### src/rtl/if_pkg.sv
// Shared constants and types for the instruction-fetch queue.
package if_pkg;

  localparam logic [1:0]  PCSRC_SEQ = 2'b00;
  localparam logic [1:0]  PCSRC_BR  = 2'b01;
  localparam logic [1:0]  PCSRC_J   = 2'b10;
  localparam logic [1:0]  PCSRC_RST = 2'b11;
  localparam logic [31:0] NOP_INST  = 32'h0000_0000;

  typedef struct packed {
    logic [31:0] pc4;
    logic [31:0] inst;
  } if_entry_t;

endpackage

### src/rtl/ifq_fifo.sv
// Synchronous prefetch FIFO; occupancy counter decides full/empty, clear empties it in one cycle.
module ifq_fifo
  import if_pkg::*;
#(
  parameter  int W     = 64,
  parameter  int DEPTH = 4,
  localparam int AW    = $clog2(DEPTH),
  localparam int CW    = AW + 1
) (
  input  logic          clk,
  input  logic          clrn,
  input  logic          clear_i,
  input  logic          push_i,
  input  logic          pop_i,
  input  logic [W-1:0]  wdata_i,
  output logic [W-1:0]  rdata_o,
  output logic [CW-1:0] count_o,
  output logic          full_o,
  output logic          empty_o
);

  logic [W-1:0]  mem_q [DEPTH];
  logic [AW-1:0] wr_ptr_q, wr_ptr_d;
  logic [AW-1:0] rd_ptr_q, rd_ptr_d;
  logic [CW-1:0] count_q, count_d;

  // Next pointer and occupancy; clear wins over any push or pop.
  always_comb begin
    wr_ptr_d = wr_ptr_q;
    rd_ptr_d = rd_ptr_q;
    count_d  = count_q;
    if (clear_i) begin
      wr_ptr_d = AW'(0);
      rd_ptr_d = AW'(0);
      count_d  = CW'(0);
    end else begin
      if (push_i) begin
        wr_ptr_d = wr_ptr_q + AW'(1);
      end else begin
        wr_ptr_d = wr_ptr_q;
      end
      if (pop_i) begin
        rd_ptr_d = rd_ptr_q + AW'(1);
      end else begin
        rd_ptr_d = rd_ptr_q;
      end
      case ({push_i, pop_i})
        2'b10:   count_d = count_q + CW'(1);
        2'b01:   count_d = count_q - CW'(1);
        default: count_d = count_q;
      endcase
    end
  end

  // Pointer and counter state.
  always_ff @(posedge clk or negedge clrn) begin
    if (!clrn) begin
      wr_ptr_q <= AW'(0);
      rd_ptr_q <= AW'(0);
      count_q  <= CW'(0);
    end else begin
      wr_ptr_q <= wr_ptr_d;
      rd_ptr_q <= rd_ptr_d;
      count_q  <= count_d;
    end
  end

  // Entry storage, written at the tail.
  always_ff @(posedge clk or negedge clrn) begin
    if (!clrn) begin
      for (int i = 0; i < DEPTH; i++) begin
        mem_q[i] <= {W{1'b0}};
      end
    end else if (push_i && !clear_i) begin
      mem_q[wr_ptr_q] <= wdata_i;
    end
  end

  assign rdata_o = mem_q[rd_ptr_q];
  assign count_o = count_q;
  assign full_o  = (count_q == CW'(DEPTH));
  assign empty_o = (count_q == CW'(0));

endmodule

### src/rtl/if_fetch_queue.sv
// MIPS IF stage: PC select, prefetch queue and IF/ID register.
// Optional IFQ_BYPASS_EN loads a fetch straight into IF/ID when the queue is empty.
module if_fetch_queue
  import if_pkg::*;
#(
  parameter  int              XLEN     = 32,
  parameter  int              DEPTH    = 4,
  parameter  logic [XLEN-1:0] RESET_PC = 32'h0,
  localparam int              CW       = $clog2(DEPTH) + 1
) (
  input  logic            clk,
  input  logic            clrn,
  input  logic [1:0]      pcsource,
  input  logic [XLEN-1:0] bpc,
  input  logic [XLEN-1:0] jpc,
  input  logic            load_depen,
  output logic [XLEN-1:0] imem_addr,
  input  logic [XLEN-1:0] imem_rdata,
  input  logic            imem_ready,
  output logic [XLEN-1:0] pc,
  output logic            id_valid,
  output logic [XLEN-1:0] id_pc4,
  output logic [XLEN-1:0] id_inst,
  output logic [CW-1:0]   fifo_count
);

  logic [XLEN-1:0]   pc_q, pc_d, pc_plus4_s;
  logic              id_valid_q, id_valid_d;
  logic [XLEN-1:0]   id_pc4_q, id_pc4_d, id_inst_q, id_inst_d;
  logic              redirect_s, pop_s, push_s, bypass_s;
  logic              full_s, empty_s;
  logic [2*XLEN-1:0] head_s;
  logic [CW-1:0]     count_s;

  assign pc_plus4_s = pc_q + XLEN'(4);
  assign redirect_s = (pcsource != PCSRC_SEQ);
  assign pop_s      = !load_depen && !empty_s;
  assign push_s     = imem_ready && (!full_s || pop_s) && !redirect_s;

`ifdef IFQ_BYPASS_EN
  assign bypass_s = push_s && empty_s && !load_depen;
`else
  assign bypass_s = 1'b0;
`endif

  ifq_fifo #(.W(2*XLEN), .DEPTH(DEPTH)) u_fifo (
    .clk     (clk),
    .clrn    (clrn),
    .clear_i (redirect_s),
    .push_i  (push_s && !bypass_s),
    .pop_i   (pop_s),
    .wdata_i ({pc_plus4_s, imem_rdata}),
    .rdata_o (head_s),
    .count_o (count_s),
    .full_o  (full_s),
    .empty_o (empty_s)
  );

  // Next fetch PC; no delay slot, the redirected fetch is simply dropped.
  always_comb begin
    pc_d = pc_q;
    case (pcsource)
      PCSRC_SEQ: pc_d = push_s ? pc_plus4_s : pc_q;
      PCSRC_BR:  pc_d = bpc;
      PCSRC_J:   pc_d = jpc;
      PCSRC_RST: pc_d = RESET_PC;
      default:   pc_d = pc_q;
    endcase
  end

  // IF/ID register next state: redirect, stall hold, head load, bypass or bubble.
  always_comb begin
    id_valid_d = id_valid_q;
    id_pc4_d   = id_pc4_q;
    id_inst_d  = id_inst_q;
    if (redirect_s) begin
      id_valid_d = 1'b0;
      id_pc4_d   = {XLEN{1'b0}};
      id_inst_d  = XLEN'(NOP_INST);
    end else if (load_depen) begin
      id_valid_d = id_valid_q;
    end else if (!empty_s) begin
      id_valid_d = 1'b1;
      id_pc4_d   = head_s[2*XLEN-1:XLEN];
      id_inst_d  = head_s[XLEN-1:0];
    end else if (bypass_s) begin
      id_valid_d = 1'b1;
      id_pc4_d   = pc_plus4_s;
      id_inst_d  = imem_rdata;
    end else begin
      id_valid_d = 1'b0;
      id_inst_d  = XLEN'(NOP_INST);
    end
  end

  // PC and IF/ID state.
  always_ff @(posedge clk or negedge clrn) begin
    if (!clrn) begin
      pc_q       <= RESET_PC;
      id_valid_q <= 1'b0;
      id_pc4_q   <= {XLEN{1'b0}};
      id_inst_q  <= XLEN'(NOP_INST);
    end else begin
      pc_q       <= pc_d;
      id_valid_q <= id_valid_d;
      id_pc4_q   <= id_pc4_d;
      id_inst_q  <= id_inst_d;
    end
  end

  assign imem_addr  = pc_q;
  assign pc         = pc_q;
  assign id_valid   = id_valid_q;
  assign id_pc4     = id_pc4_q;
  assign id_inst    = id_inst_q;
  assign fifo_count = count_s;

endmodule

### config.mk
export PLATFORM = sky130hd
export DESIGN_NAME = if_fetch_queue
export DESIGN_NICKNAME = d
export VERILOG_FILES = /design/src/rtl/if_pkg.sv /design/src/rtl/ifq_fifo.sv /design/src/rtl/if_fetch_queue.sv
export SDC_FILE = /design/constraint.sdc
export NUM_CORES = 1
export LEC_CHECK = 0
export CAP_MARGIN = 10
export CORE_AREA = 2 2 250 252
export DETAILED_ROUTE_END_ITERATION = 8
export DIE_AREA = 0 0 252 254
export DONT_BUFFER_PORTS = 1
export MAX_ROUTING_LAYER = met4
export PLACE_DENSITY = 0.48
export SETUP_SLACK_MARGIN = 0.05
export SLEW_MARGIN = 20
export SYNTH_ARGS = -nofsm -noshare
export SYNTH_HDL_FRONTEND = slang
export SYNTH_HIERARCHICAL = 1
export SYNTH_SLANG_ARGS = --single-unit
### constraint.sdc
create_clock -name clk -period 2.4 [get_ports clk]
set_input_delay 0.36 -clock clk [delete_from_list [all_inputs] [get_ports clk]]
set_output_delay 0.36 -clock clk [all_outputs]
set_load 0.01 [all_outputs]
---- Word level (Yosys, flattened, before mapping) ----
Index checks and enable logic that the tools add are counted.
word-level totals
  input bits .............................. 102
  output and inout bits ................... 132
  flip-flop bits (word level) ............. 360
  logic and storage cells ................. 70
cells by class
  multiplexer cells ....................... 23
  eq/ne operators ......................... 9
  reduce and logical (&&, ||, !) cells .... 17
  magnitude comparators ................... 3
  bitwise operators ....................... 2
  add/sub/neg operators ................... 5
operators with widths
  kind                                                         number
  bitwise mux 256 bit                                          1
  two-way mux 32 bit                                           7
  two-way mux 64 bit                                           3
  binary-select mux 64 bit (select 2 bit)                      1
  demux 64 bit (select 2 bit)                                  1
  one-hot mux 32 bit (4 select lines)                          1
  adder 32 x 3 -> 32 bit (second input constant)               1
  two-way mux 2 bit                                            4
  == test 2 bit (second input constant)                        3
  >= comparator 3 bit (second input constant)                  2
  NOT 2 -> 3 bit                                               2
  one-hot mux 3 bit (2 select lines)                           1
  nonzero test 2 bit                                           3
  logical AND 1 bit                                            5
  adder 2 x 1 -> 2 bit (second input constant)                 2
  == test 2 x 1 -> 1 bit (second input constant)               2
  zero test 1 bit                                              4
  inequality test 2 x 1 -> 1 bit (second input constant)       2
  adder 3 x 1 -> 3 bit (second input constant)                 1
  == test 3 bit (second input constant)                        1
  zero test 3 bit                                              1
  less-than comparator 3 x 1 -> 1 bit (second input constant)  1
  two-way mux 1 bit                                            3
  two-way mux 3 bit                                            1
  other kinds (6)                                              6

---- Longest topological paths before layout ----
Gate-level depths: netlist of the first run.
  depth after elaboration ................. 9
  gate-level depth with buffers ........... 12
  gate-level depth less buffers ........... 9

---- By module ----
The synthesis of the first run kept the hierarchy.
modules (own cells, without submodules)
  module          area an instance (µm²)  times used  seq. area each (µm²)  cells each
  ifq_fifo        12499.5                 1           6581.3                658
  if_fetch_queue  5157.4                  1           2427.3                546

---- Worst setup path before layout of the first run ----
No wires, ideal clock.
  path type ............................... in2reg
  start ................................... input port pcsource[0]
  end ..................................... register u_fifo/mem_q[100] (netlist name)
  stages on the path ...................... 12
  arrival ................................. 2.553 ns
  path buffers ............................ 6
  required time ........................... 2.275 ns
  slack ................................... -0.278 ns
  library setup time ...................... 0.125 ns
  cell sequence ........................... clkbuf_1 nor2_1 clkinv_1 clkbuf_1 buf_1 nor2_1 buf_4 nor2b_4 buf_12 nand2_8 buf_6 mux2_4
between the ends
  longest elaborated chain between the ends .. 4
ends and longest elaborated chain
  what                            RTL line              text
  start: declaration              if_fetch_queue.sv:13  input logic [1:0] pcsource,
  nonzero test 2 bit              if_fetch_queue.sv:36  assign redirect_s = (pcsource != PCSRC_SEQ);
  via redirect_s                  if_fetch_queue.sv:30  logic redirect_s, pop_s, push_s, bypass_s;
  zero test 1 bit                 if_fetch_queue.sv:38  assign push_s = imem_ready && (!full_s || pop_s) && !redirect_s;
  logical AND 1 bit               if_fetch_queue.sv:38
  via push_s                      if_fetch_queue.sv:30
  logical AND 1 bit               ifq_fifo.sv:74        end else if (push_i && !clear_i) begin
  end signal: indexed assignment  ifq_fifo.sv:72        mem_q[i] <= {W{1'b0}};
  end signal: indexed assignment  ifq_fifo.sv:75        mem_q[wr_ptr_q] <= wdata_i;
  end: declaration                ifq_fifo.sv:22        logic [W-1:0] mem_q [DEPTH];
The timed path passes the listed nets, and every way through them passes these cells.
A chain may end at the register's enable or synchronous reset.

---- Final worst setup path of the first run ----
  start ................................... register pc_q[11], in the netlist imem_addr[11]
  end ..................................... register u_fifo/mem_q[125] (netlist name)
between the ends
  longest elaborated chain between the ends .. 2
ends and longest elaborated chain
  what                      RTL line               text
  start: declaration        if_fetch_queue.sv:27   logic [XLEN-1:0] pc_q, pc_d, pc_plus4_s;
  start signal: assignment  if_fetch_queue.sv:104  pc_q <= pc_d;
  adder 32 x 3 -> 32 bit    if_fetch_queue.sv:35   assign pc_plus4_s = pc_q + XLEN'(4);
  via pc_plus4_s[29]        if_fetch_queue.sv:27
  bitwise mux 256 bit       ifq_fifo.sv:75
The timed path passes the listed nets, and every way through them passes these cells.

==> results.yml, run 1 <==
critical_path:
  worstPathBufferInverterCount: 1
  crit_chain: "nand4_2 -> or4_4 -> or4_4 -> xnor2_1 -> buf_4 -> mux2_4"
  reg2reg_setup_slack_ns: 0.12
  crit_type: "reg2reg"
  cp_top_family: "simple AND/OR/NAND/NOR gates"
  end_kind: "register"
  path_max_fanout: 4
  worstRegToRegCells: 6
  startpoint_type: "register"
  path_common_cell: "or4_4"
  critPathSlowestCell: "or4_4"
  arrival_ns: 2.74
  slowest_delay_ns: 0.56
  reg2reg_to: "u_fifo/mem_q[125]"
  r2r-start: "imem_addr[11]"
  required_ns: 2.86
clock_network:
  cts_hold_buf: 51
  clock-root-buffer: "clkbuf_16"
  tritoncts: "yes"
  cts_made_buffers: 42
  clock_latency_ns: 0.58
  clkSinkCount: 360
  h-tree-depth: 2
  path_clk_slew_ns: 0.06
  clock_path_buffers: 3
die:
  io_pins: 234
  initial_core_util_pct: 28.8
  die_h_um: 254
  die-area_mm2: 0.0640
  dieWidth_um: 252
  fp.coreArea_mm2: 0.0613
  rows: 91
logic_synthesis:
  synth.ff_latch_count: 360
  syn-num-nets: 1312
  synth_area_leader_cell: "dfrtp_1"
  syn_area_mm2: 0.0177
  ys.flop_type: "dfrtp_1"
  synth_area_per_cell_um2: 14.7
  ys_types: 57
  netlist_instances: 1204
  ys_warn_count: 6
  ys_async_sr_fraction_pct: 100
  yosysSeqAreaShare_pct: 51.0
  synth-edff-count: 0
  ys_top_cells_by_area: "dfrtp_1 51%, mux2_4 20%, mux4_2 8.2%, nand2_1 2.0%, a22o_1 1.8%"
  synth_top_cell_area_share_pct: 51.0
final_layout:
  final_cell_mix: "358 x dfrtp_1, 240 x mux2_4, 93 x nand2_1"
  syn_to_final_growth_pct: 18.4
  final_cells: 2112
  drive_gt1_share_pct: 40.0
  nets: 1400
  fin_util_pct: 34.1
  layout_commonest_cell: "dfrtp_1"
  n_antenna_cell: 0
route:
  wl_met2_um: 22400
  ant_nets: 0
  topRoutingLayerUsed: "met4"
  viasPerCell: 4.85
  met1_length_um: 21400
  drt_iter0_drc: 581
  avgRoutedWirePerCell_um: 22.3
  wl_met3_um: 2660
  num_vias: 10250
  routed_wl_um: 47200
  drc: 0
  drtPass1Iterations: 4
sta:
  timing.slew.headroom_pct: 46.2
  max_slew.worst_pin.slew_ns: 0.808
  post-route-period-util_pct: 95.2
  grt_setup_unrepaired: "false"
  period_needed_ns: 2.28
  slew_violations: 0
  fin_worst_hold_slack_ns: -0.501
  setup_ws_ns: 0.116
  hold_viol: 360
  finalSetupViolCount: 0
  setup_tns_ns: 0
  fmax_mhz: 438
  finClkSkew_ns: 0.0268
grt:
  antenna_found_initial: 0
  grt_first_pass_wirelength_um: 73300
  grt_max_degree: 361
  grt_usage_pct: 15.5
  overflow: 0
  first_global_vias: 11218
placed_design:
  dpl.cell_count: 1985
  place.gp.congestion: 0.779
  portBuffers: 0
  place_hpwl_um: 31200
  post-place-ws_ns: 0.0926
flow_run:
  maxCapViolations: 0
pwr:
  power_mw: 14.8
  cellLeakagePower_nw: 9.94
  ir_drop_mv: 0.388
  p_per_area_mw_per_mm2: 706
status:
  violations: "hold timing"
  status: "finished, violations left"
worst_hold_path:
  worstHoldPathType: "in2async"
## worst max path at each step
stage / end / slack, ns / from / cells past startpoint
after CTS: u_fifo/mem_q[153] / 0.07 / u_fifo/count_o[1] / 8
after floorplan: u_fifo/mem_q[125] / 0.06 / imem_addr[10] / 6
after detailed placement: u_fifo/mem_q[153] / 0.09 / u_fifo/count_o[1] / 8
after global routing: u_fifo/mem_q[191] / 0.04 / imem_addr[5] / 7
after global placement: u_fifo/mem_q[186] / 0.11 / imem_addr[4] / 8
final: u_fifo/mem_q[125] / 0.12 / imem_addr[11] / 6
## through the flow
step,hold WS (ns),cell area (um2)
after floorplan,0.0644,17700
after global routing,-0.550,20900
final,-0.501,20900
after CTS,-0.541,20900
after detailed placement,0.0760,18900
after global placement,0.0760,18900
## cell usage after synthesis (5+ instances only)
master and number:
nor2_1 22, nor3_1 7, nand4_1 7, a221oi_1 5, nor4_1 6, buf_1 5, buf_6 25, dfrtp_1 360
a222oi_1 5, mux2_4 240, xnor2_1 26, buf_4 41, a2bb2oi_1 10, a22o_1 36, mux4_2 64, o21ai_0 22
xor2_1 10, mux2_2 16, ha_1 5, nand2_1 93, mux2i_1 7, clkbuf_1 29, buf_2 8, inv_1 10
a21oi_1 55, nand3_1 16, a22oi_1 13
## flip-flops by register name (all words and copies together), names as in the netlist
name,count
id_valid,1
u_fifo/rd_ptr_q,2
u_fifo/count_o,3
id_inst,32
id_pc4,32
imem_addr,32
u_fifo/mem_q,256
u_fifo/wr_ptr_q,2
## logic make-up (layout without fill, tap and decap cells)
family / count (synthesis) / after routing / synth area share (%)
flops: 360 / 360 / 51.0
mux: 327 / 327 / 30.0
fa+ha+maj: 6 / 6 / 0.468
buf+inv: 125 / 243 / 4.92
simple gates: 182 / 182 / 5.27
compound gates: 168 / 168 / 6.54
xor+xnor: 36 / 36 / 1.79
## where the power goes
group          switching [mW]  total, mW  internal, mW  leakage [nW]
clock network            2.70       6.58          3.88         0.686
logic                   0.664       1.55         0.888          4.35
registers               0.221       6.63          6.40          4.91
## worst register-to-register path: cells and delay by family (launching register included)
| kind | cells | cell delay (ns) |
|---|---|---|
| multiplexers | 1 | 0.26 |
| flip-flops | 1 | 0.39 |
| buffers and inverters | 1 | 0.15 |
| XOR/XNOR | 1 | 0.16 |
| AND/OR/NAND/NOR | 3 | 1.23 |
## cell type report
cell class,count,area (um2)
Fill cell,5964,40300
Sequential cell,360,9020
Multi-Input combinational cell,719,7850
Timing Repair Buffer,158,1610
Clock buffer,54,1170
Tap cell,790,988
Clock inverter,20,234
Inverter,11,46.3
## per-layer routing
| metal | GRT usage [%] | vias up |
|---|---|---|
| li1 | - | 4572 |
| met1 | 20.3 | 5358 |
| met2 | 24.2 | 259 |
| met3 | 3.90 | 61 |
| met4 | 3.33 | 0 |
| met5 | - | - |
## what timing repair did
item,4_1_cts,5_1_grt
hold endpoints to repair,500,360
endpoints found under the setup margin,0,229
setup buffers,0,2
resized for setup,0,5
Note: power is estimated with default switching activity, not from simulation.
==> inputs of run 2 (changes only) <==
==> constraint.sdc (replaced) <==
create_clock -name clk -period 1.9 [get_ports clk]
set_input_delay 0.285 -clock clk [delete_from_list [all_inputs] [get_ports clk]]
set_output_delay 0.285 -clock clk [all_outputs]
set_load 0.01 [all_outputs]
==> results.yml, run 2 (same netlist as run 1, synthesis figures left out) <==
final_layout:
  multi_input_area_mm2: 0.00845
  ff_latch_area_mm2: 0.00902
  nets: 1551
  final_cell_mix: "353 x dfrtp_1, 245 x mux2_4, 124 x buf_4"
  n_antenna_cell: 0
  fin_area_mm2: 0.0234
  layout_commonest_cell: "dfrtp_1"
  largest_register_ffs: 256
  syn_to_final_growth_pct: 32.8
  drive_gt1_share_pct: 48.0
  regMostFlops: "u_fifo/mem_q"
  n_fill_cell: 5712
pwr:
  ir_drop_mv: 0.553
  cellLeakagePower_nw: 11.2
  p_per_area_mw_per_mm2: 793
grt:
  grt_usage_pct: 16.4
  antenna_found_initial: 0
  grt_first_pass_wirelength_um: 77600
  overflow: 0
  grt_max_degree: 361
  first_global_vias: 12033
route:
  ant_nets: 0
  routed_wl_um: 50900
  num_vias: 10971
  viasPerCell: 4.84
  drt_iter0_drc: 545
  drc: 0
  avgRoutedWirePerCell_um: 22.5
  drtPass1Iterations: 6
die:
  rows: 91
  dieWidth_um: 252
  die-area_mm2: 0.0640
  io_pins: 234
  fp.coreArea_mm2: 0.0613
  initial_core_util_pct: 28.8
  die_h_um: 254
flow_run:
  maxCapViolations: 0
sta:
  timing.slew.headroom_pct: 28.2
  period_needed_ns: 2.13
  hold_viol: 360
  setup_ws_ns: -0.234
  fin_worst_hold_slack_ns: -0.584
  grt_setup_unrepaired: "true"
  finalSetupViolCount: 269
  slew_violations: 0
  finClkSkew_ns: 0.0307
  setup_tns_ns: -38.18
  max_slew.worst_pin.slew_ns: 1.07
  fmax_mhz: 469
  post-route-period-util_pct: 112
clock_network:
  h-tree-depth: 2
  clock_path_buffers: 3
  clock_latency_ns: 0.57
  clock-root-buffer: "clkbuf_16"
  clkSinkCount: 360
  cts_hold_buf: 84
  cts_made_buffers: 41
  path_clk_slew_ns: 0.06
  tritoncts: "yes"
placed_design:
  place_hpwl_um: 31100
  place.gp.congestion: 0.810
  placed_area_mm2: 0.0194
  portBuffers: 0
critical_path:
  crit_type: "reg2reg"
  arrival_ns: 2.59
  path_max_fanout: 4
  required_ns: 2.35
  end_kind: "register"
  startpoint_type: "register"
worst_hold_path:
  worstHoldPathType: "in2async"
status:
  status: "finished, violations left"
  violations: "hold timing, setup timing"
==> run 2: final timing paths <==
kind                                  start          endpoint  slack, ns  cells past startpoint
max                            imem_addr[7]  u_fifo/mem_q[61]      -0.23                      5
max in group asynchronous              clrn        id_inst[0]       1.69                      0
max reg2reg                    imem_addr[7]  u_fifo/mem_q[61]      -0.23                      5
min in group clk                    jpc[29]     imem_addr[29]       0.03                      2
min reg2reg                u_fifo/mem_q[89]  u_fifo/mem_q[89]       0.50                      1
min                                    clrn     imem_addr[21]      -0.58                      0
==> run 2: worst max-delay path: stages, from the launching register on <==
cell     delay, ns
dfrtp_1       0.38
nand3_2       0.10
or4_4         0.50
or4_4         0.56
xnor2_4       0.19
mux2_4        0.28
==> run 2: power breakdown <==
group          leakage, nW  switching [mW]  internal, mW
Combinational         5.60           0.944          1.35
Clock                0.667            3.28          4.65
Sequential            4.90           0.273          8.09
Total                 11.2            4.50          14.1
==> run 2: final cells by class <==
type | count | area share [%]
clock inverter | 16 | 0.630
inverter | 11 | 0.219
timing repair buffer | 306 | 15.3
clock buffer | 59 | 5.09
sequential | 360 | 38.5
multi-input combinational | 723 | 36.0
tap | 790 | 4.22
==> run 2: timing repair <==
item	CTS	global route
setup endpoints to repair	308	291
gates cloned	21	5
gates resized for setup	108	89
pin swaps	26	31
endpoints found under the hold margin	516	360
setup buffers	28	33
==> run 2: per-stage QoR <==
stage	hold WS [ns]	util, %	worst slack, ns	total power, mW	cells
after floorplan	-0.0106	-	-0.407	9.92	1204
after global routing	-0.618	38.3	-0.290	19.4	2265
final	-0.584	38.3	-0.234	18.6	2265
after global placement	0.0112	31.7	-0.266	10.4	2041
after detailed placement	0.0103	31.7	-0.263	10.4	2041
after CTS	-0.616	37.3	-0.220	18.8	2242
==> run 2: metal layers <==
metal / global-route usage, % / share of wire (%) / up-vias
met4: 4.13 / 1.9 / 0
met5: - / 0 / -
met2: 25.8 / 48 / 286
met1: 21.4 / 45 / 5740
met3: 3.83 / 5.5 / 62
li1: - / - / 4883
